==> src/rtl/cpu_bus_responder_if.sv <==
// Pin bundle between the 6502 core's multiplexed bus, the responder and the
// backing single-cycle memory port. The responder takes the slave view; the
// core-plus-memory side (or a bench) takes the master view.
interface cpu_bus_responder_if;
  // core side
  logic [7:0]  cpu_addr;
  logic [7:0]  cpu_data_in;
  logic        cpu_oe;
  logic [7:0]  cpu_data_out;
  logic        cpu_data_oe;
  logic        phase;
  // memory side
  logic        mem_req;
  logic        mem_we;
  logic [15:0] mem_addr;
  logic [7:0]  mem_wdata;
  logic [7:0]  mem_rdata;
  logic        mem_ack;
  // status
  logic        bus_err;

  modport slave (
    input  cpu_addr, cpu_data_in, cpu_oe, mem_rdata, mem_ack,
    output cpu_data_out, cpu_data_oe, phase,
           mem_req, mem_we, mem_addr, mem_wdata, bus_err
  );

  modport master (
    output cpu_addr, cpu_data_in, cpu_oe, mem_rdata, mem_ack,
    input  cpu_data_out, cpu_data_oe, phase,
           mem_req, mem_we, mem_addr, mem_wdata, bus_err
  );
endinterface

==> src/rtl/cpu_bus_responder.sv <==
// Memory-side responder for the 6502 core's multiplexed pin bus.
// Rebuilds the 16-bit address over a phase 0 / phase 1 pair, issues one
// access per bus cycle to the memory port or to an 8-byte debug window, and
// returns read data to the core in the following phase 0 (the RESP clk).
module cpu_bus_responder #(
  parameter logic [15:0] DBG_BASE  = 16'hFFF0,
  parameter logic [7:0]  FILL_BYTE = 8'hEA
) (
  input  logic clk,
  input  logic rst_n,
  cpu_bus_responder_if.slave bus
);

  // phase tracking and phase-0 captures
  logic        phase_q;
  logic        hi_valid_q;
  logic [7:0]  addr_hi_q;
  logic [7:0]  wdata_q;

  // memory strobe registers
  logic        mem_req_q;
  logic        mem_we_q;
  logic [15:0] mem_addr_q;
  logic [7:0]  mem_wdata_q;

  // access in flight during RESP
  logic        resp_q;
  logic        resp_we_q;
  logic        resp_dbg_q;
  logic [2:0]  resp_off_q;
  logic [7:0]  resp_wdata_q;
  logic [7:0]  dbg_rdata_q;

  // debug window state
  logic [15:0] txn_cnt_q;
  logic [7:0]  err_cnt_q;
  logic        sticky_err_q;
  logic [15:0] last_waddr_q;
  logic [7:0]  last_wdata_q;
  logic [7:0]  scratch_q;
  logic        bus_err_q;

  // next-state helpers
  logic [15:0] acc_addr_d;
  logic        acc_dbg_d;
  logic        commit_d;
  logic        resp_end_d;
  logic        read_fail_d;
  logic [7:0]  dbg_rdata_d;
  logic [7:0]  err_cnt_d;
  logic [15:0] txn_cnt_d;

  // The very first phase 1 after reset has no captured high byte, so it
  // must not commit; hi_valid_q gates the commit until a phase 0 is seen.
  assign acc_addr_d  = {addr_hi_q, bus.cpu_addr};
  assign acc_dbg_d   = (acc_addr_d[15:3] == DBG_BASE[15:3]);
  assign commit_d    = phase_q && hi_valid_q;
  assign resp_end_d  = resp_q && !phase_q;
  assign read_fail_d = resp_end_d && !resp_we_q && !resp_dbg_q && !bus.mem_ack;
  assign err_cnt_d   = (err_cnt_q == 8'hFF) ? err_cnt_q : err_cnt_q + 8'd1;
  assign txn_cnt_d   = txn_cnt_q + 16'd1;

  // Debug read value, taken from state as it stands before the commit edge.
  always_comb begin
    dbg_rdata_d = 8'h00;
    case (acc_addr_d[2:0])
      3'd0:    dbg_rdata_d = txn_cnt_q[7:0];
      3'd1:    dbg_rdata_d = txn_cnt_q[15:8];
      3'd2:    dbg_rdata_d = err_cnt_q;
      3'd3:    dbg_rdata_d = last_waddr_q[7:0];
      3'd4:    dbg_rdata_d = last_waddr_q[15:8];
      3'd5:    dbg_rdata_d = last_wdata_q;
      3'd6:    dbg_rdata_d = {7'b0, sticky_err_q};
      default: dbg_rdata_d = scratch_q;
    endcase
  end

  // Phase toggle; latch the high address byte and write data at the end of phase 0.
  always_ff @(posedge clk or negedge rst_n) begin
    if (!rst_n) begin
      phase_q    <= 1'b1;
      hi_valid_q <= 1'b0;
      addr_hi_q  <= 8'h00;
      wdata_q    <= 8'h00;
    end else begin
      phase_q <= ~phase_q;
      if (!phase_q) begin
        addr_hi_q  <= bus.cpu_addr;
        wdata_q    <= bus.cpu_data_in;
        hi_valid_q <= 1'b1;
      end
    end
  end

  // Memory strobe: set on a non-debug commit, held for one clk, then cleared.
  always_ff @(posedge clk or negedge rst_n) begin
    if (!rst_n) begin
      mem_req_q   <= 1'b0;
      mem_we_q    <= 1'b0;
      mem_addr_q  <= 16'h0000;
      mem_wdata_q <= 8'h00;
    end else if (commit_d && !acc_dbg_d) begin
      mem_req_q   <= 1'b1;
      mem_we_q    <= bus.cpu_oe;
      mem_addr_q  <= acc_addr_d;
      mem_wdata_q <= wdata_q;
    end else begin
      mem_req_q   <= 1'b0;
      mem_we_q    <= 1'b0;
      mem_addr_q  <= 16'h0000;
      mem_wdata_q <= 8'h00;
    end
  end

  // Record the committed access for the RESP clk and count transactions.
  always_ff @(posedge clk or negedge rst_n) begin
    if (!rst_n) begin
      resp_q       <= 1'b0;
      resp_we_q    <= 1'b0;
      resp_dbg_q   <= 1'b0;
      resp_off_q   <= 3'd0;
      resp_wdata_q <= 8'h00;
      dbg_rdata_q  <= 8'h00;
      txn_cnt_q    <= 16'h0000;
    end else begin
      resp_q <= commit_d;
      if (commit_d) begin
        resp_we_q    <= bus.cpu_oe;
        resp_dbg_q   <= acc_dbg_d;
        resp_off_q   <= acc_addr_d[2:0];
        resp_wdata_q <= wdata_q;
        dbg_rdata_q  <= dbg_rdata_d;
        txn_cnt_q    <= txn_cnt_d;
      end
    end
  end

  // End of RESP: error accounting, last-write capture and debug writes.
  always_ff @(posedge clk or negedge rst_n) begin
    if (!rst_n) begin
      bus_err_q    <= 1'b0;
      err_cnt_q    <= 8'h00;
      sticky_err_q <= 1'b0;
      last_waddr_q <= 16'h0000;
      last_wdata_q <= 8'h00;
      scratch_q    <= 8'h00;
    end else begin
      bus_err_q <= read_fail_d;
      if (read_fail_d) begin
        err_cnt_q    <= err_cnt_d;
        sticky_err_q <= 1'b1;
      end
      if (resp_end_d && resp_we_q && !resp_dbg_q && bus.mem_ack) begin
        last_waddr_q <= mem_addr_q;
        last_wdata_q <= mem_wdata_q;
      end
      // A debug write and a failing read are never in flight together.
      if (resp_end_d && resp_we_q && resp_dbg_q) begin
        if (resp_off_q == 3'd6 && resp_wdata_q[0]) sticky_err_q <= 1'b0;
        if (resp_off_q == 3'd7)                    scratch_q    <= resp_wdata_q;
      end
    end
  end

  assign bus.phase        = phase_q;
  assign bus.mem_req      = mem_req_q;
  assign bus.mem_we       = mem_we_q;
  assign bus.mem_addr     = mem_addr_q;
  assign bus.mem_wdata    = mem_wdata_q;
  assign bus.bus_err      = bus_err_q;
  assign bus.cpu_data_oe  = resp_q && !resp_we_q;
  assign bus.cpu_data_out = !(resp_q && !resp_we_q) ? 8'h00 :
                            resp_dbg_q              ? dbg_rdata_q :
                            bus.mem_ack             ? bus.mem_rdata : FILL_BYTE;

endmodule
==> src/flat_wrapper.sv <==
// flat-port wrapper written by rule: the top's interface ports become plain ports
module cpu_bus_responder_flat 
#(
  parameter logic [15:0] DBG_BASE  = 16'hFFF0,
  parameter logic [7:0]  FILL_BYTE = 8'hEA
)
  (clk, rst_n, bus_cpu_addr, bus_cpu_data_in, bus_cpu_oe, bus_mem_rdata, bus_mem_ack, bus_cpu_data_out, bus_cpu_data_oe, bus_phase, bus_mem_req, bus_mem_we, bus_mem_addr, bus_mem_wdata, bus_bus_err);
  cpu_bus_responder_if bus_i ();
  input  logic clk;
  input  logic rst_n;
  input wire logic [$bits(bus_i.cpu_addr)-1:0] bus_cpu_addr;
  input wire logic [$bits(bus_i.cpu_data_in)-1:0] bus_cpu_data_in;
  input wire logic [$bits(bus_i.cpu_oe)-1:0] bus_cpu_oe;
  input wire logic [$bits(bus_i.mem_rdata)-1:0] bus_mem_rdata;
  input wire logic [$bits(bus_i.mem_ack)-1:0] bus_mem_ack;
  output wire logic [$bits(bus_i.cpu_data_out)-1:0] bus_cpu_data_out;
  output wire logic [$bits(bus_i.cpu_data_oe)-1:0] bus_cpu_data_oe;
  output wire logic [$bits(bus_i.phase)-1:0] bus_phase;
  output wire logic [$bits(bus_i.mem_req)-1:0] bus_mem_req;
  output wire logic [$bits(bus_i.mem_we)-1:0] bus_mem_we;
  output wire logic [$bits(bus_i.mem_addr)-1:0] bus_mem_addr;
  output wire logic [$bits(bus_i.mem_wdata)-1:0] bus_mem_wdata;
  output wire logic [$bits(bus_i.bus_err)-1:0] bus_bus_err;
  assign bus_i.cpu_addr = bus_cpu_addr;
  assign bus_i.cpu_data_in = bus_cpu_data_in;
  assign bus_i.cpu_oe = bus_cpu_oe;
  assign bus_i.mem_rdata = bus_mem_rdata;
  assign bus_i.mem_ack = bus_mem_ack;
  assign bus_cpu_data_out = bus_i.cpu_data_out;
  assign bus_cpu_data_oe = bus_i.cpu_data_oe;
  assign bus_phase = bus_i.phase;
  assign bus_mem_req = bus_i.mem_req;
  assign bus_mem_we = bus_i.mem_we;
  assign bus_mem_addr = bus_i.mem_addr;
  assign bus_mem_wdata = bus_i.mem_wdata;
  assign bus_bus_err = bus_i.bus_err;
  cpu_bus_responder #(.DBG_BASE(DBG_BASE), .FILL_BYTE(FILL_BYTE)) u_core (.clk(clk), .rst_n(rst_n), .bus(bus_i));
endmodule
==> config.mk <==
export PLATFORM = sky130hd
export DESIGN_NAME = cpu_bus_responder_flat
export DESIGN_NICKNAME = d
export VERILOG_FILES = /design/src/rtl/cpu_bus_responder_if.sv /design/src/rtl/cpu_bus_responder.sv /design/src/flat_wrapper.sv
export SDC_FILE = /design/constraint.sdc
export NUM_CORES = 1
export LEC_CHECK = 0
export CORE_ASPECT_RATIO = 1.5
export CORE_MARGIN = 2
export CORE_UTILIZATION = 40
export DETAILED_ROUTE_END_ITERATION = 6
export HOLD_SLACK_MARGIN = 0.08
export PLACE_DENSITY = 0.63
export SYNTH_ARGS = -nofsm -noshare
export SYNTH_HDL_FRONTEND = slang
export SYNTH_SLANG_ARGS = --single-unit
==> constraint.sdc <==
create_clock -name clk -period 2 [get_ports clk]
set_input_delay 0.3 -clock clk [delete_from_list [all_inputs] [get_ports clk]]
set_output_delay 0.3 -clock clk [all_outputs]
set_load 0.05 [all_outputs]
-- After elaboration in Yosys (flattened, before gate mapping)
Index checks and enable logic that the tools add are counted.
- $add $sub $neg: 2
- equal/unequal tests: 10
- multiplexer cells: 11
- bitwise logic cells: 2
- reductions and logical operators: 20
- operator list (cell ; number):
    8-bit one-hot mux with 7 select lines ; 1
    8-bit two-way mux ; 4
    16-bit by 1-bit adder with 16-bit output, second input constant ; 1
    16-bit two-way mux ; 1
    3-bit == test, second input constant ; 5
    13-bit == test, second input constant ; 1
    1-bit logical AND ; 12
    8-bit by 1-bit adder with 8-bit output, second input constant ; 1
    8-bit == test, second input constant ; 1
    3-bit by 2-bit == test with 1-bit output, second input constant ; 2
    1-bit logical NOT ; 5
    1-bit two-way mux ; 5
    2-bit AND reduction ; 2
    3-bit by 1-bit == test with 1-bit output, second input constant ; 1
    3-bit logical NOT ; 1
    1-bit NOT ; 2
- flip-flop bits (word level): 124
- input bits: 28
- logic and storage cells: 66

-- Logic depth before layout (Yosys ltp)
Gate-level depths: netlist of the first run.
- depth after elaboration: 8
- depth in mapped cells: 6
- depth with buffers taken out: 5

-- Worst setup path before layout of the first run
Ideal clock, no wire load.
- path type: register to register
- from: reg u_core.phase_q (netlist: u_core.bus.phase)
- to: reg u_core.txn_cnt_q[11]
- setup time: 0.123 ns
- arrival time: 1.736 ns
- data required time: 1.877 ns
- path slack: 0.142 ns
- stages on the path, launching flop included: 6
- cell sequence: dfstp_2 > buf_2 > nand2_1 > nor4_2 > nand3_1 > xnor2_1
- longest elaborated chain between the ends: 1
- ends and longest elaborated chain (item ; RTL line ; source):
    from (decl) ; cpu_bus_responder.sv:15 ; logic phase_q;
    from (signal assigned) ; cpu_bus_responder.sv:86 ; phase_q <= ~phase_q;
    1-bit logical AND ; cpu_bus_responder.sv:57 ; assign commit_d = phase_q && hi_valid_q;
    to (signal assigned) ; cpu_bus_responder.sv:133 ; txn_cnt_q <= txn_cnt_d;
    to (decl) ; cpu_bus_responder.sv:35 ; logic [15:0] txn_cnt_q;
Every way passes these cells.
A chain may end at the register's enable or synchronous reset.

-- Final worst setup path of the first run
- from: reg u_core.mem_addr_q[1] (netlist: u_core.bus.mem_addr[1])
- to: out bus_mem_addr[1]
- RTL lines (item ; RTL line ; source):
    from (decl) ; cpu_bus_responder.sv:23 ; logic [15:0] mem_addr_q;
    from (signal assigned) ; cpu_bus_responder.sv:105 ; mem_addr_q <= acc_addr_d;
    to (decl) ; flat_wrapper.sv:21 ; output wire logic [$bits(bus_i.mem_addr)-1:0] bus_mem_addr;
No word-level cell between the ends.

==> impl_metrics.env, run 1 <==
export IMPL_end_kind="output port"
export IMPL_syn_nets=486
export IMPL_dr_total_vias=3787
export IMPL_core_um2=13000
export IMPL_antenna_found_initial=0
export IMPL_cts_buffers=17
export IMPL_final_cells=718
export IMPL_ys_flop_type="dfrtp_1"
export IMPL_ys_types=49
export IMPL_yosysWarnings=0
export IMPL_cts_sinks=124
export IMPL_crit_chain="clkdlybuf4s50_1"
export IMPL_grt_overflow_total=0
export IMPL_synth_most_common_cell="dfrtp_1"
export IMPL_cpPeakStageDelay_ns=0.82
export IMPL_yosys_top_cells_count="123 x dfrtp_1, 61 x nand2_1, 53 x mux2_2"
export IMPL_ir_drop_uv=589
export IMPL_routabilityCongestion=0.830
export IMPL_rr_worst_depth=5
export IMPL_wirelength_um=12500
export IMPL_ys_top_cells_by_area="dfrtp_1 58%, mux2_2 11%, nand2_1 4.3%"
export IMPL_async_flop_share_pct=100
export IMPL_synthCells=456
export IMPL_reg2reg_slack_ns=0.27
export IMPL_crit_end="bus_mem_addr[1]"
export IMPL_placedCellCount=686
export IMPL_p_leak_nw=3.12
export IMPL_antenna_left=0
export IMPL_fin_skew_ns=0.00555
export IMPL_num_antenna_cells=0
export IMPL_nNetsFinal=577
export IMPL_grt_pass1_wl_um=21000
export IMPL_crit_arrival_ns=1.61
export IMPL_hp_class="input port to async pin"
export IMPL_post_cts_setup_buffer_count=0
export IMPL_syn_to_final_growth_pct=31.1
export IMPL_rows=51
export IMPL_cp_start_kind="flip-flop"
export IMPL_hold_viol=0
export IMPL_yosysSeqAreaShare_pct=58.3
export IMPL_path_depth=1
export IMPL_worstPathRequired_ns=1.70
export IMPL_setup_violations_final=0
export IMPL_dieHeight_um=145
export IMPL_io_buffers=64
export IMPL_drive_above_1_share_pct=24.3
export IMPL_slew_headroom_pct=65.0
export IMPL_clk_latency_ns=0.40
export IMPL_die_area_um2=14300
export IMPL_drcViolationCount=0
export IMPL_hpwl_um=9220
export IMPL_critPathKind="flip-flop to output port"
export IMPL_synth_top_area_cell="dfrtp_1"
export IMPL_cp_slowest_cell="clkdlybuf4s50_1"
export IMPL_r2r_start="u_core.bus.phase"
export IMPL_clk_transition_reported_paths_ns=0.05
export IMPL_r2r_end="u_core.dbg_rdata_q[6]"
export IMPL_routedWlPerCell_um=17.4
export IMPL_cap_violations=0
export IMPL_cp_startpoint="u_core.bus.mem_addr[1]"
export IMPL_htree_levels=4
export IMPL_finalCriticalPeriod_ns=1.91
export IMPL_io_pins=65
export IMPL_synth_seq_cells=124
export IMPL_first_global_vias=4065
export IMPL_max_freq_mhz=524
export IMPL_tightest_slew_ns=0.521
export IMPL_worstPathMaxFanout=2
export IMPL_viasPerCell=5.27
export IMPL_netlist_area_leader_share_pct=57.9
export IMPL_grt_max_degree=36
export IMPL_holdWs_ns=0.391
export IMPL_final_period_utilization_pct=95.4
export IMPL_synth_edf_count=0
export IMPL_initial_core_util_pct=40.9
export IMPL_cp_num_buf_inv=1
export IMPL_status="complete, no violations"
export IMPL_rsz0062_at_grt="no"
export IMPL_drtPass1Iterations=4
export IMPL_power_density_nw_per_um2=880
export IMPL_maxSlewViolCount=0
export IMPL_syn_area_um2=5320
export IMPL_cp_top_family="buffers and inverters"
export IMPL_grt_usage_pct=18.8
export IMPL_drt_iter0_markers=229
export IMPL_avgSynthCellArea_um2=11.7
export IMPL_clockBufferDepth=2
export IMPL_clockRootBuffer="clkbuf_16"
export IMPL_p_total_mw=6.14
export IMPL_dieWidth_um=98.2
export IMPL_cts_tree="built"
registers in the layout, summed over array words and instances, names as in the netlist, 3 cells and up:
| name | flops |
|---|---|
| u_core.wdata_q | 8 |
| u_core.last_waddr_q | 16 |
| u_core.err_cnt_q | 8 |
| u_core.scratch_q | 8 |
| u_core.txn_cnt_q | 16 |
| u_core.last_wdata_q | 8 |
| u_core.addr_hi_q | 8 |
| u_core.bus.mem_wdata | 8 |
| u_core.resp_wdata_q | 8 |
| u_core.resp_off_q | 3 |
| u_core.bus.mem_addr | 16 |
| u_core.dbg_rdata_q | 8 |
how the worst min path moves through the flow:
stage / start / slack [ns] / endpoint / cells after the start
4_1_cts: rst_n / 0.40 / u_core.bus.mem_req / 2
5_1_grt: rst_n / 0.43 / u_core.bus.mem_req / 2
3_3_place_gp: rst_n / 0.28 / u_core.bus.mem_req / 1
6_report: rst_n / 0.39 / u_core.bus.mem_req / 2
3_5_place_dp: rst_n / 0.28 / u_core.bus.mem_req / 1
2_1_floorplan: rst_n / 0.004 / u_core.addr_hi_q[0] / 0
metrics by stage:
stage	utilization [%]	worst slack [ns]	TNS [ns]	area, µm²
finish	53.6	0.0917	0	6980
global placement	49.3	-0.0423	-0.0423	6420
detailed placement	49.3	-0.0338	-0.0457	6420
CTS	53.5	0.0260	0	6970
floorplan	-	0.142	0	5320
global route	53.6	0.00634	0	6980
cell type report:
class	count	area, µm²
clock inverters	12	101
flip-flops and latches	124	3110
well taps	159	199
repair buffers	93	1020
fillers	1149	6040
multi-input cells	301	2080
inverters	10	41.3
clock buffers	19	433
report_power, final:
group	leakage, nW	internal (mW)	switching [mW]
sequential	1.57	2.69	0.188
clock	0.250	1.69	1.06
combinational	1.29	0.277	0.240
logic make-up (layout without fill, tap and decap cells):
group / after synthesis / in the layout / share of synthesized area, %
xor gates and xnor gates: 16 / 16 / 2.63
and+or+nand+nor: 161 / 161 / 15.5
DFF: 124 / 124 / 58.3
AOI/OAI and AO/OA: 59 / 59 / 6.82
adders and majority gates: 2 / 2 / 0.470
buffers and inverters: 31 / 134 / 2.73
muxes: 63 / 63 / 13.5
cells in the final DEF, fill, tap and decap left out, types with 3 or more instances in the layout:
cell type,n
xor2_1,3
mux2i_1,7
nand4_1,5
a221oi_1,3
and4_1,3
o22ai_1,6
buf_12,15
and3_1,4
nor2_1,27
clkinv_2,5
a22oi_1,4
buf_4,24
nand3_1,16
clkbuf_16,17
inv_1,9
nand2b_1,4
clkinvlp_4,6
nand3b_1,5
clkdlybuf4s50_1,53
o21ai_0,27
and2_1,21
xnor2_1,13
dfrtp_1,122
mux2_2,53
a21oi_1,7
nor3_1,4
nand2_1,60
timing repair:
| item | 4_1_cts | 5_1_grt |
|---|---|---|
| gates resized for setup | 2 | 2 |
| hold endpoints to repair | 30 | 0 |
| setup endpoints to repair | 5 | 12 |
| hold buffers | 1 | 0 |
per-layer routing:
metal  GRT usage (%)  vias to the layer above  routed length (µm)
li1                -                     1763                   -
met1            22.3                     1925                4940
met2            33.6                       79                6850
met3            3.37                       20                 416
met4            6.92                        0                 310
met5               0                        -                   0
Power figures use the tool's default switching activity.
==> run 2: changes to the inputs <==
--- a/config.mk
+++ b/config.mk
@@ -8,6 +8,7 @@
 export CORE_ASPECT_RATIO = 1.5
 export CORE_MARGIN = 2
 export CORE_UTILIZATION = 40
+export CTS_CLUSTER_DIAMETER = 100
 export DETAILED_ROUTE_END_ITERATION = 6
 export HOLD_SLACK_MARGIN = 0.08
 export PLACE_DENSITY = 0.63
==> results of run 2 <==
Final layout, timing and power as in run 1 (identical DEF).
